File: src/rtl/shift_seq_ctrl_pkg.sv
`default_nettype none
// ============================================================================
// Module      : shift_ctrl_pkg
// Description : Shared types and constants for the shift-register sequencer.
// Revision    : 1.0 - initial release
// ============================================================================
package shift_ctrl_pkg;

    localparam int c_DEF_N       = 8;
    localparam int c_DEF_CLR_CYC = 2;

    // Serial bit-order encoding for the LSB_FIRST parameter
    localparam bit c_MSB_FIRST = 1'b0;
    localparam bit c_LSB_FIRST = 1'b1;

    typedef enum logic [1:0] {
        IDLE  = 2'd0,
        CLEAR = 2'd1,
        SHIFT = 2'd2,
        DONE  = 2'd3
    } state_t;

endpackage
`default_nettype wire

File: src/rtl/shift_seq_ctrl_if.sv
`default_nettype none
// ============================================================================
// Module      : shift_seq_ctrl_if
// Description : Request/response bundle between a client and the sequencer.
// Revision    : 1.0 - initial release
// ============================================================================
interface shift_seq_ctrl_if
    import shift_ctrl_pkg::*;
#(
    parameter int N = c_DEF_N
);
    logic         start;
    logic [N-1:0] din;
    logic         clr_req;
    logic         ready;
    logic         SID;
    logic         shift_en;
    logic         SR_RS;
    logic         done;

    modport master (
        output start, din, clr_req,
        input  ready, SID, shift_en, SR_RS, done
    );

    modport slave (
        input  start, din, clr_req,
        output ready, SID, shift_en, SR_RS, done
    );
endinterface
`default_nettype wire

File: src/rtl/shift_seq_ctrl_counter.sv
`default_nettype none
// ============================================================================
// Module      : mod_counter
// Description : Up-counter with sync clear, enable and wrap at a terminal count.
// Revision    : 1.0 - initial release
// ============================================================================
module mod_counter #(
    parameter int WIDTH = 4
) (
    input  wire logic             clk,
    input  wire logic             rst,
    input  wire logic             i_clr,
    input  wire logic             i_en,
    input  wire logic [WIDTH-1:0] i_last,
    output logic      [WIDTH-1:0] o_count,
    output logic                  o_tc
);
    logic [WIDTH-1:0] r_count;

    always_ff @(posedge clk) begin
        if (rst || i_clr) begin
            r_count <= '0;
        end else if (i_en) begin
            r_count <= o_tc ? '0 : r_count + WIDTH'(1);
        end
    end

    assign o_tc    = (r_count == i_last);
    assign o_count = r_count;
endmodule
`default_nettype wire

File: src/rtl/shift_seq_ctrl.sv
`default_nettype none
// ============================================================================
// Module      : shift_seq_ctrl
// Description : Serialises a parallel word into, or clears, a downstream shift register.
// Revision    : 1.0 - initial release
// ============================================================================
module shift_seq_ctrl
    import shift_ctrl_pkg::*;
#(
    parameter int N         = c_DEF_N,
    parameter int CLR_CYC   = c_DEF_CLR_CYC,
    parameter bit LSB_FIRST = c_MSB_FIRST
) (
    input  wire logic        Clk,
    input  wire logic        RS,
    shift_seq_ctrl_if.slave  bus
);
    // One counter serves both phases, so it is sized for the longer one
    localparam int c_SPAN = (N > CLR_CYC) ? N : CLR_CYC;
    localparam int c_CW   = (c_SPAN > 1) ? $clog2(c_SPAN) : 1;
    localparam logic [c_CW-1:0] c_SHIFT_LAST = c_CW'(N - 1);
    localparam logic [c_CW-1:0] c_CLEAR_LAST = c_CW'(CLR_CYC - 1);

    state_t          r_state;
    state_t          w_state_nxt;
    logic [N-1:0]    r_shadow;
    logic [N-1:0]    w_shadow_nxt;
    logic            r_sid;
    logic            r_shift_en;
    logic            r_sr_rs;
    logic            r_done;
    logic            w_sid_nxt;
    logic [N-1:0]    w_sel;
    logic [N-1:0]    w_word;
    logic [c_CW-1:0] w_pos;
    logic [c_CW-1:0] w_bit;
    logic [c_CW-1:0] w_cnt;
    logic [c_CW-1:0] w_last;
    logic            w_tc;
    logic            w_cnt_clr;
    logic            w_cnt_en;

    assign w_last    = (r_state == CLEAR) ? c_CLEAR_LAST : c_SHIFT_LAST;
    assign w_cnt_clr = (r_state == IDLE);
    assign w_cnt_en  = (r_state == CLEAR) || (r_state == SHIFT);

    mod_counter #(
        .WIDTH (c_CW)
    ) u_cnt (
        .clk     (Clk),
        .rst     (RS),
        .i_clr   (w_cnt_clr),
        .i_en    (w_cnt_en),
        .i_last  (w_last),
        .o_count (w_cnt),
        .o_tc    (w_tc)
    );

    // SID is registered, so each cycle presents the bit for the following shift slot
    always_comb begin
        w_state_nxt  = r_state;
        w_shadow_nxt = r_shadow;
        w_sel        = r_shadow;
        w_pos        = w_cnt + c_CW'(1);
        case (r_state)
            IDLE: begin
                if (bus.clr_req) begin
                    w_state_nxt = CLEAR;
                end else if (bus.start) begin
                    w_state_nxt  = SHIFT;
                    w_shadow_nxt = bus.din;
                    w_sel        = bus.din;
                    w_pos        = '0;
                end
            end
            CLEAR:   if (w_tc) w_state_nxt = DONE;
            SHIFT:   if (w_tc) w_state_nxt = DONE;
            DONE:    w_state_nxt = IDLE;
            default: w_state_nxt = IDLE;
        endcase
        w_bit     = (LSB_FIRST == c_LSB_FIRST) ? w_pos : (c_SHIFT_LAST - w_pos);
        w_word    = w_sel >> w_bit;
        w_sid_nxt = (w_state_nxt == SHIFT) && w_word[0];
    end

    always_ff @(posedge Clk) begin
        if (RS) begin
            r_state    <= IDLE;
            r_shadow   <= '0;
            r_sid      <= 1'b0;
            r_shift_en <= 1'b0;
            r_sr_rs    <= 1'b0;
            r_done     <= 1'b0;
        end else begin
            r_state    <= w_state_nxt;
            r_shadow   <= w_shadow_nxt;
            r_sid      <= w_sid_nxt;
            r_shift_en <= (w_state_nxt == SHIFT);
            r_sr_rs    <= (w_state_nxt == CLEAR);
            r_done     <= (w_state_nxt == DONE);
        end
    end

    assign bus.ready    = (r_state == IDLE);
    assign bus.SID      = r_sid;
    assign bus.shift_en = r_shift_en;
    assign bus.SR_RS    = r_sr_rs;
    assign bus.done     = r_done;
endmodule
`default_nettype wire

File: src/flat_wrapper.sv
// flat-port wrapper written by rule: the top's interface ports become plain ports
module shift_seq_ctrl_flat import shift_ctrl_pkg::*;
#(
    parameter int N         = c_DEF_N,
    parameter int CLR_CYC   = c_DEF_CLR_CYC,
    parameter bit LSB_FIRST = c_MSB_FIRST
)
  (Clk, RS, bus_start, bus_din, bus_clr_req, bus_ready, bus_SID, bus_shift_en, bus_SR_RS, bus_done);
  shift_seq_ctrl_if #(.N(N)) bus_i ();
  input  wire logic Clk;
  input  wire logic RS;
  input wire logic [$bits(bus_i.start)-1:0] bus_start;
  input wire logic [$bits(bus_i.din)-1:0] bus_din;
  input wire logic [$bits(bus_i.clr_req)-1:0] bus_clr_req;
  output wire logic [$bits(bus_i.ready)-1:0] bus_ready;
  output wire logic [$bits(bus_i.SID)-1:0] bus_SID;
  output wire logic [$bits(bus_i.shift_en)-1:0] bus_shift_en;
  output wire logic [$bits(bus_i.SR_RS)-1:0] bus_SR_RS;
  output wire logic [$bits(bus_i.done)-1:0] bus_done;
  assign bus_i.start = bus_start;
  assign bus_i.din = bus_din;
  assign bus_i.clr_req = bus_clr_req;
  assign bus_ready = bus_i.ready;
  assign bus_SID = bus_i.SID;
  assign bus_shift_en = bus_i.shift_en;
  assign bus_SR_RS = bus_i.SR_RS;
  assign bus_done = bus_i.done;
  shift_seq_ctrl #(.N(N), .CLR_CYC(CLR_CYC), .LSB_FIRST(LSB_FIRST)) u_core (.Clk(Clk), .RS(RS), .bus(bus_i));
endmodule
File: config.mk
export PLATFORM = sky130hd
export DESIGN_NAME = shift_seq_ctrl_flat
export DESIGN_NICKNAME = d
export VERILOG_FILES = /design/src/rtl/shift_seq_ctrl_pkg.sv /design/src/rtl/shift_seq_ctrl_if.sv /design/src/rtl/shift_seq_ctrl_counter.sv /design/src/rtl/shift_seq_ctrl.sv /design/src/flat_wrapper.sv
export SDC_FILE = /design/constraint.sdc
export NUM_CORES = 1
export LEC_CHECK = 0
export CORE_MARGIN = 2
export CORE_UTILIZATION = 48
export CTS_CLUSTER_SIZE = 28
export DETAILED_ROUTE_END_ITERATION = 12
export PLACE_DENSITY = 0.79
export SYNTH_ARGS = -nofsm -noshare
export SYNTH_HDL_FRONTEND = slang
export SYNTH_HIERARCHICAL = 1
export SYNTH_SLANG_ARGS = --single-unit
File: constraint.sdc
create_clock -name Clk -period 2.31 [get_ports Clk]
set_clock_uncertainty 0.15 [all_clocks]
set_input_delay 0.462 -clock Clk [delete_from_list [all_inputs] [get_ports Clk]]
set_output_delay 0.462 -clock Clk [all_outputs]
set_load 0.005 [all_outputs]
==> results of run 1 <==
state kept, by name, indices dropped and copies added, names as in the netlist:
register	cells
u_core/u_cnt/o_count	3
u_core/bus.shift_en	1
u_core/bus.SID	1
u_core/bus.SR_RS	1
u_core/bus.done	1
u_core/r_state	2
u_core/r_shadow	8
final cells by class:
type | instances | area [um^2] | share of cell area, %
clock buffer | 3 | 22.5 | 2.18
clock inverter | 1 | 7.51 | 0.728
inverter | 3 | 11.3 | 1.09
multi-input combinational | 57 | 454 | 44.1
sequential | 17 | 340 | 33.0
tap | 16 | 20.0 | 1.94
timing repair buffer | 18 | 175 | 17.0
synthesized netlist by cell type, types with 2 or more instances:
cell type	number
dfxtp_1	17
nor2_1	11
mux2i_1	10
ha_1	5
nand3b_1	4
inv_1	3
xor2_1	3
and2_1	2
mux4_2	2
nand2b_1	2
nand3_1	2
nor3_1	2
o211ai_1	2
o21ai_0	2
report_power, final:
part	total (mW)	switching, mW	internal, mW
clock	0.163	0.0969	0.0659
sequential	0.329	0.0137	0.315
combinational	0.180	0.0860	0.0936
path summary, 6_finish.rpt:
kind / to / slack (ns) / cells after the start
setup reg to reg: u_core/bus.SID / 0.18 / 9
hold / removal: u_core/r_shadow[5] / 0.35 / 2
hold reg to reg: u_core/r_shadow[5] / 0.35 / 2
setup / recovery: u_core/bus.SID / 0.18 / 9
logic make-up (layout without fill, tap and decap cells):
group / Yosys count / after routing / synth area share [%]
buffers and inverters: 5 / 25 / 2.46
and+or+nand+nor: 26 / 26 / 17.4
xor gates and xnor gates: 4 / 4 / 4.30
muxes: 12 / 12 / 17.8
other: 1 / 1 / 0.460
adders and majority gates: 5 / 5 / 7.68
DFF: 17 / 17 / 41.8
AOI/OAI and AO/OA: 9 / 9 / 8.14
critical path: stages (launching register included):
cell and delay (ns):
dfxtp_1 0.31, inv_1 0.14, ha_1 0.17, inv_1 0.06, xor2_1 0.16, nor3_2 0.33
mux2i_1 0.17, a221oi_2 0.32, o211ai_1 0.14, a21oi_1 0.12
layout by cell type, fill, tap and decap left out, types with 2 or more instances in the layout:
master and count:
clkdlybuf4s50_1 16, mux4_2 2, nor2_1 11, mux2i_1 10, xor2_1 3, o21ai_0 2, dfxtp_1 17, inv_1 3
buf_4 2, and2_1 2, nor3_1 2, nand2b_1 2, nand3_1 2, ha_1 5, clkbuf_4 3, nand3b_1 4
o211ai_1 2
stage by stage:
stage | total power [mW] | utilization, % | hold slack (ns) | cells | cell area, um^2
floorplan | 0.449 | - | 0.308 | 79 | 815
global placement | 0.510 | 64.4 | 0.322 | 110 | 993
detailed placement | 0.513 | 64.4 | 0.334 | 110 | 993
CTS | 0.677 | 66.4 | 0.360 | 114 | 1020
global route | 0.713 | 66.9 | 0.396 | 115 | 1030
finish | 0.671 | 66.9 | 0.354 | 115 | 1030
routing by layer:
| metal | part of all wire, % | up-vias | track usage, % |
|---|---|---|---|
| met2 | 49 | 17 | 27.1 |
| met1 | 44 | 291 | 19.8 |
| li1 | - | 320 | - |
| met4 | 2.2 | 0 | 8.24 |
| met5 | 0 | - | 0 |
| met3 | 5.0 | 5 | 7.20 |
==> qor.csv, run 1 <==
metric,value,unit
die footprint,0.00204,mm^2
Tcrit/Tclk final,92.4,%
Resized Gates After CTS,0,
post-detail-place hpwl,1080,um
fin. max-slew vios,0,
final critical-path required period,2.13,ns
clock slew at reported path FFs,0.11,ns
R2R Path Start,u_core/r_state[1],
first-pass iteration count of the detailed router,4,
status,completed,
P&R area growth vs syn,26.6,%
ys async rst share,0,%
initial antenna violation count,0,
crit path DAT,2.22,ns
number of synthesized flops with an enable pin,0,
Chip Width,45.2,um
Port Buffers,16,
worst-skew pair later-pin latency,0.29,ns
die height,45.2,um
max-cap violation count,0,
sequential fraction of the synthesis area,41.8,%
row count,14,
GRT Total Usage,17.1,%
starting density of the core,52.8,%
average cell area after synthesis,10.3,um^2
"Distinct cells, synth",26,
post-route worst setup slack,0.175,ns
ANT nets after route,0,
vias in the first global route,605,
top post-synthesis cells by area,"dfxtp_1 42%, mux2i_1 12%, ha_1 7.7%",
Syn Inst Count,79,
Synth area leader,dfxtp_1,
clk sink count,17,
cell area power density,651,mW/mm^2
setup violators final,0,
ANT cells,0,
Final Wtd Congestion,0.775,
"Primary FF master, synth",dfxtp_1,
first-pass GRT wire length,2460,um
post-CTS setup buffers,0,
routed vias,633,
Worst Max-Slew Pin Slew,0.567,ns
Via density,5.50,
share of cells above drive strength 1,10.1,%
hold wc startpoint,u_core/r_shadow[5],
unrepaired setup endpoints after global routing,no,
DP Worst Slack,0.233,ns
Startpoint Class,flip-flop,
Leak,0.437,nW
setup TNS,0,ns
nets,117,
Post-CTS Hold Fix Bufs,0,
largest net degree at the start of global routing,12,
crit-path max FO,5,
Filler cells,135,
io pins,17,
required time of the critical path,2.39,ns
Synth warnings,6,
Synth Register Bits,17,
core area,0.00154,mm^2
Crit. End Element,flip-flop,
Peak VDD IR,0.631,mV
CTS buffer count,3,
GR Overflow Total,0,
Final Hold Viols,0,
DRC viols,0,
kind of critical path,flip-flop to flip-flop,
Clock Root Buffer,clkbuf_4,
Mapped Area,815,um^2
Hold Crit Class,flip-flop to flip-flop,
net count after synthesis,96,
H-tree depth reported by CTS,1,
relative slew slack,62.1,%
top cell type's share of synthesized area,41.8,%
Max Buffers Root-to-Sink,2,
final wirelength,1430,um
Peak Freq,468,MHz
CP Launch Point,u_core/r_state[1],
WL/cell,12.5,um
DR iter-0 viols,3,
TritonCTS clock tree,done,
Note: power is estimated with default switching activity, not from simulation.
==> inputs of run 2 (changes only) <==
--- a/config.mk
+++ b/config.mk
@@ -6,10 +6,10 @@
 export NUM_CORES = 1
 export LEC_CHECK = 0
 export CORE_MARGIN = 2
-export CORE_UTILIZATION = 48
+export CORE_UTILIZATION = 52
 export CTS_CLUSTER_SIZE = 28
 export DETAILED_ROUTE_END_ITERATION = 12
-export PLACE_DENSITY = 0.79
+export PLACE_DENSITY = 0.84
 export SYNTH_ARGS = -nofsm -noshare
 export SYNTH_HDL_FRONTEND = slang
 export SYNTH_HIERARCHICAL = 1
==> constraint.sdc (replaced) <==
create_clock -name Clk -period 2.69 [get_ports Clk]
set_clock_uncertainty 0.15 [all_clocks]
set_input_delay 0.538 -clock Clk [delete_from_list [all_inputs] [get_ports Clk]]
set_output_delay 0.538 -clock Clk [all_outputs]
set_load 0.005 [all_outputs]
==> qor.csv, run 2 (same netlist as run 1, synthesis figures left out) <==
metric,value,unit,change
Peak Freq,465,MHz,
post-CTS setup buffers,0,,unchanged
die height,43.6,um,-3.6%
post-route worst setup slack,0.538,ns,+0.363 ns
setup TNS,0,ns,unchanged
Peak VDD IR,0.420,mV,-34%
Filler cells,125,,-7.4%
WL/cell,13.1,um,+4.7%
Worst R2R End,u_core/bus.SID,,
Crit. End Element,output pin,,
required time of the critical path,2.00,ns,-0.39 ns
Non-Filler Instances,113,,-1.7%
DR iter-0 viols,7,,+4
crit path DAT,1.46,ns,-0.76 ns
Design Power,0.568,mW,-15%
setup violators final,0,,unchanged
Startpoint Class,flip-flop,,
TritonCTS clock tree,done,,
Clock Root Buffer,clkbuf_4,,
routed vias,615,,-2.8%
max-cap violation count,0,,unchanged
routing usage on met2,29.4,%,+2.3 points
area of the multi-input gates,454,um^2,unchanged
cell area power density,561,mW/mm^2,-14%
kind of critical path,flip-flop to output pin,,
Hold Crit Class,flip-flop to flip-flop,,
share of cells above drive strength 1,7.22,%,-2.9 points
worst-skew pair later-pin latency,0.28,ns,about the same
Worst Max-Slew Pin Slew,0.574,ns,+0.00639 ns
Final Wtd Congestion,0.751,,-3.1%
core area,0.00149,mm^2,-3.4%
unrepaired setup endpoints after global routing,no,,
Resized Gates After CTS,0,,unchanged
final critical-path required period,2.15,ns,
DRC viols,0,,unchanged
clk sink count,17,,unchanged
largest net degree at the start of global routing,13,,+1
GR Overflow Total,0,,unchanged
die footprint,0.00190,mm^2,-7.0%
Max Buffers Root-to-Sink,2,,unchanged
GRT Total Usage,18.3,%,+1.2 points
Tcrit/Tclk final,80.0,%,
starting density of the core,54.7,%,+1.9 points
"commonest cells after routing, fill and taps aside","17 x dfxtp_1, 16 x clkdlybuf4s50_1, 11 x nor2_1, 10 x mux2i_1, 5 x ha_1",,
P&R area growth vs syn,24.3,%,
Biggest register,u_core/r_shadow,,
placed cells,109,,-0.91%
Leak,0.427,nW,-2.1%
Largest register FFs,8,,unchanged
path depth of the worst reg2reg path,9,,unchanged
status,completed,,
vias in the first global route,599,,-0.99%
relative slew slack,61.6,%,-0.43 points
met3 usage,3.75,%,-3.4 points
Chip Width,43.6,um,-3.6%
"reg-to-reg slack, setup",0.58,ns,+0.40 ns
CP Launch Point,u_core/r_state[1],,
nets,115,,-1.7%
crit-path max FO,5,,unchanged
Most Crowded Layer GR,met2,,
first-pass GRT wire length,2480,um,+0.86%
row count,14,,unchanged
ANT cells,0,,unchanged
DP Worst Slack,0.533,ns,+0.300 ns
CP Capture Point,bus_ready,,
CTS buffer count,3,,unchanged
H-tree depth reported by CTS,1,,unchanged
Post-CTS Hold Fix Bufs,0,,unchanged
R2R Path Start,u_core/r_state[1],,
clock slew at reported path FFs,0.09,ns,-0.02 ns
Final Hold Viols,0,,unchanged
initial antenna violation count,0,,unchanged
fin. max-slew vios,0,,unchanged
met1 GRT Util,22.4,%,+2.5 points
Port Buffers,16,,unchanged
"most common cell after layout, fill and taps aside",dfxtp_1,,
Via density,5.44,,-1.1%
ANT nets after route,0,,unchanged
first-pass iteration count of the detailed router,4,,unchanged
final wirelength,1480,um,+2.9%
FF+latch area,340,um^2,unchanged
io pins,17,,unchanged
run 2: worst max-delay path, stage by stage, from the launching register on:
cell and delay [ns]:
dfxtp_1 0.31, inv_1 0.14, ha_1 0.22, clkdlybuf4s50_1 0.51
run 2: per-layer routing:
layer / vias to the layer above / part of all wire, % / wire [um]
li1: 313 / - / -
met1: 288 / 47 / 699
met3: 0 / 3.4 / 50
met2: 14 / 49 / 725
met4: 0 / 0 / 0
met5: - / 0 / 0
run 2: final cells by class:
cell class                      count  area share [%]
Timing Repair Buffer               16            15.8
Sequential cell                    17            33.6
Tap cell                           16            1.98
Multi-Input combinational cell     57            44.9
Clock buffer                        4            2.60
Inverter                            3            1.11
run 2: worst min path at each step:
stage | to | slack, ns | cells past startpoint | start
CTS | u_core/r_shadow[2] | 0.37 | 2 | u_core/r_shadow[2]
global route | u_core/r_shadow[2] | 0.40 | 2 | u_core/r_shadow[2]
global placement | u_core/r_shadow[3] | 0.32 | 2 | u_core/r_shadow[3]
detailed placement | u_core/r_shadow[2] | 0.34 | 2 | u_core/r_shadow[2]
finish | u_core/r_shadow[2] | 0.36 | 2 | u_core/r_shadow[2]
floorplan | u_core/r_shadow[1] | 0.31 | 2 | u_core/r_shadow[1]
run 2: power by group:
| group | leakage, nW | switching, mW | total [mW] | internal [mW] |
|---|---|---|---|---|
| Combinational | 0.274 | 0.0733 | 0.152 | 0.0785 |
| Clock | 0.0150 | 0.0752 | 0.133 | 0.0576 |
| Sequential | 0.139 | 0.0129 | 0.284 | 0.271 |
run 2: through the flow:
step	hold slack [ns]	cell area, um^2	utilization [%]
floorplan	0.308	815	-
global placement	0.319	986	66.2
detailed placement	0.341	986	66.2
CTS	0.365	1010	68.0
global route	0.400	1010	68.0
finish	0.365	1010	68.0
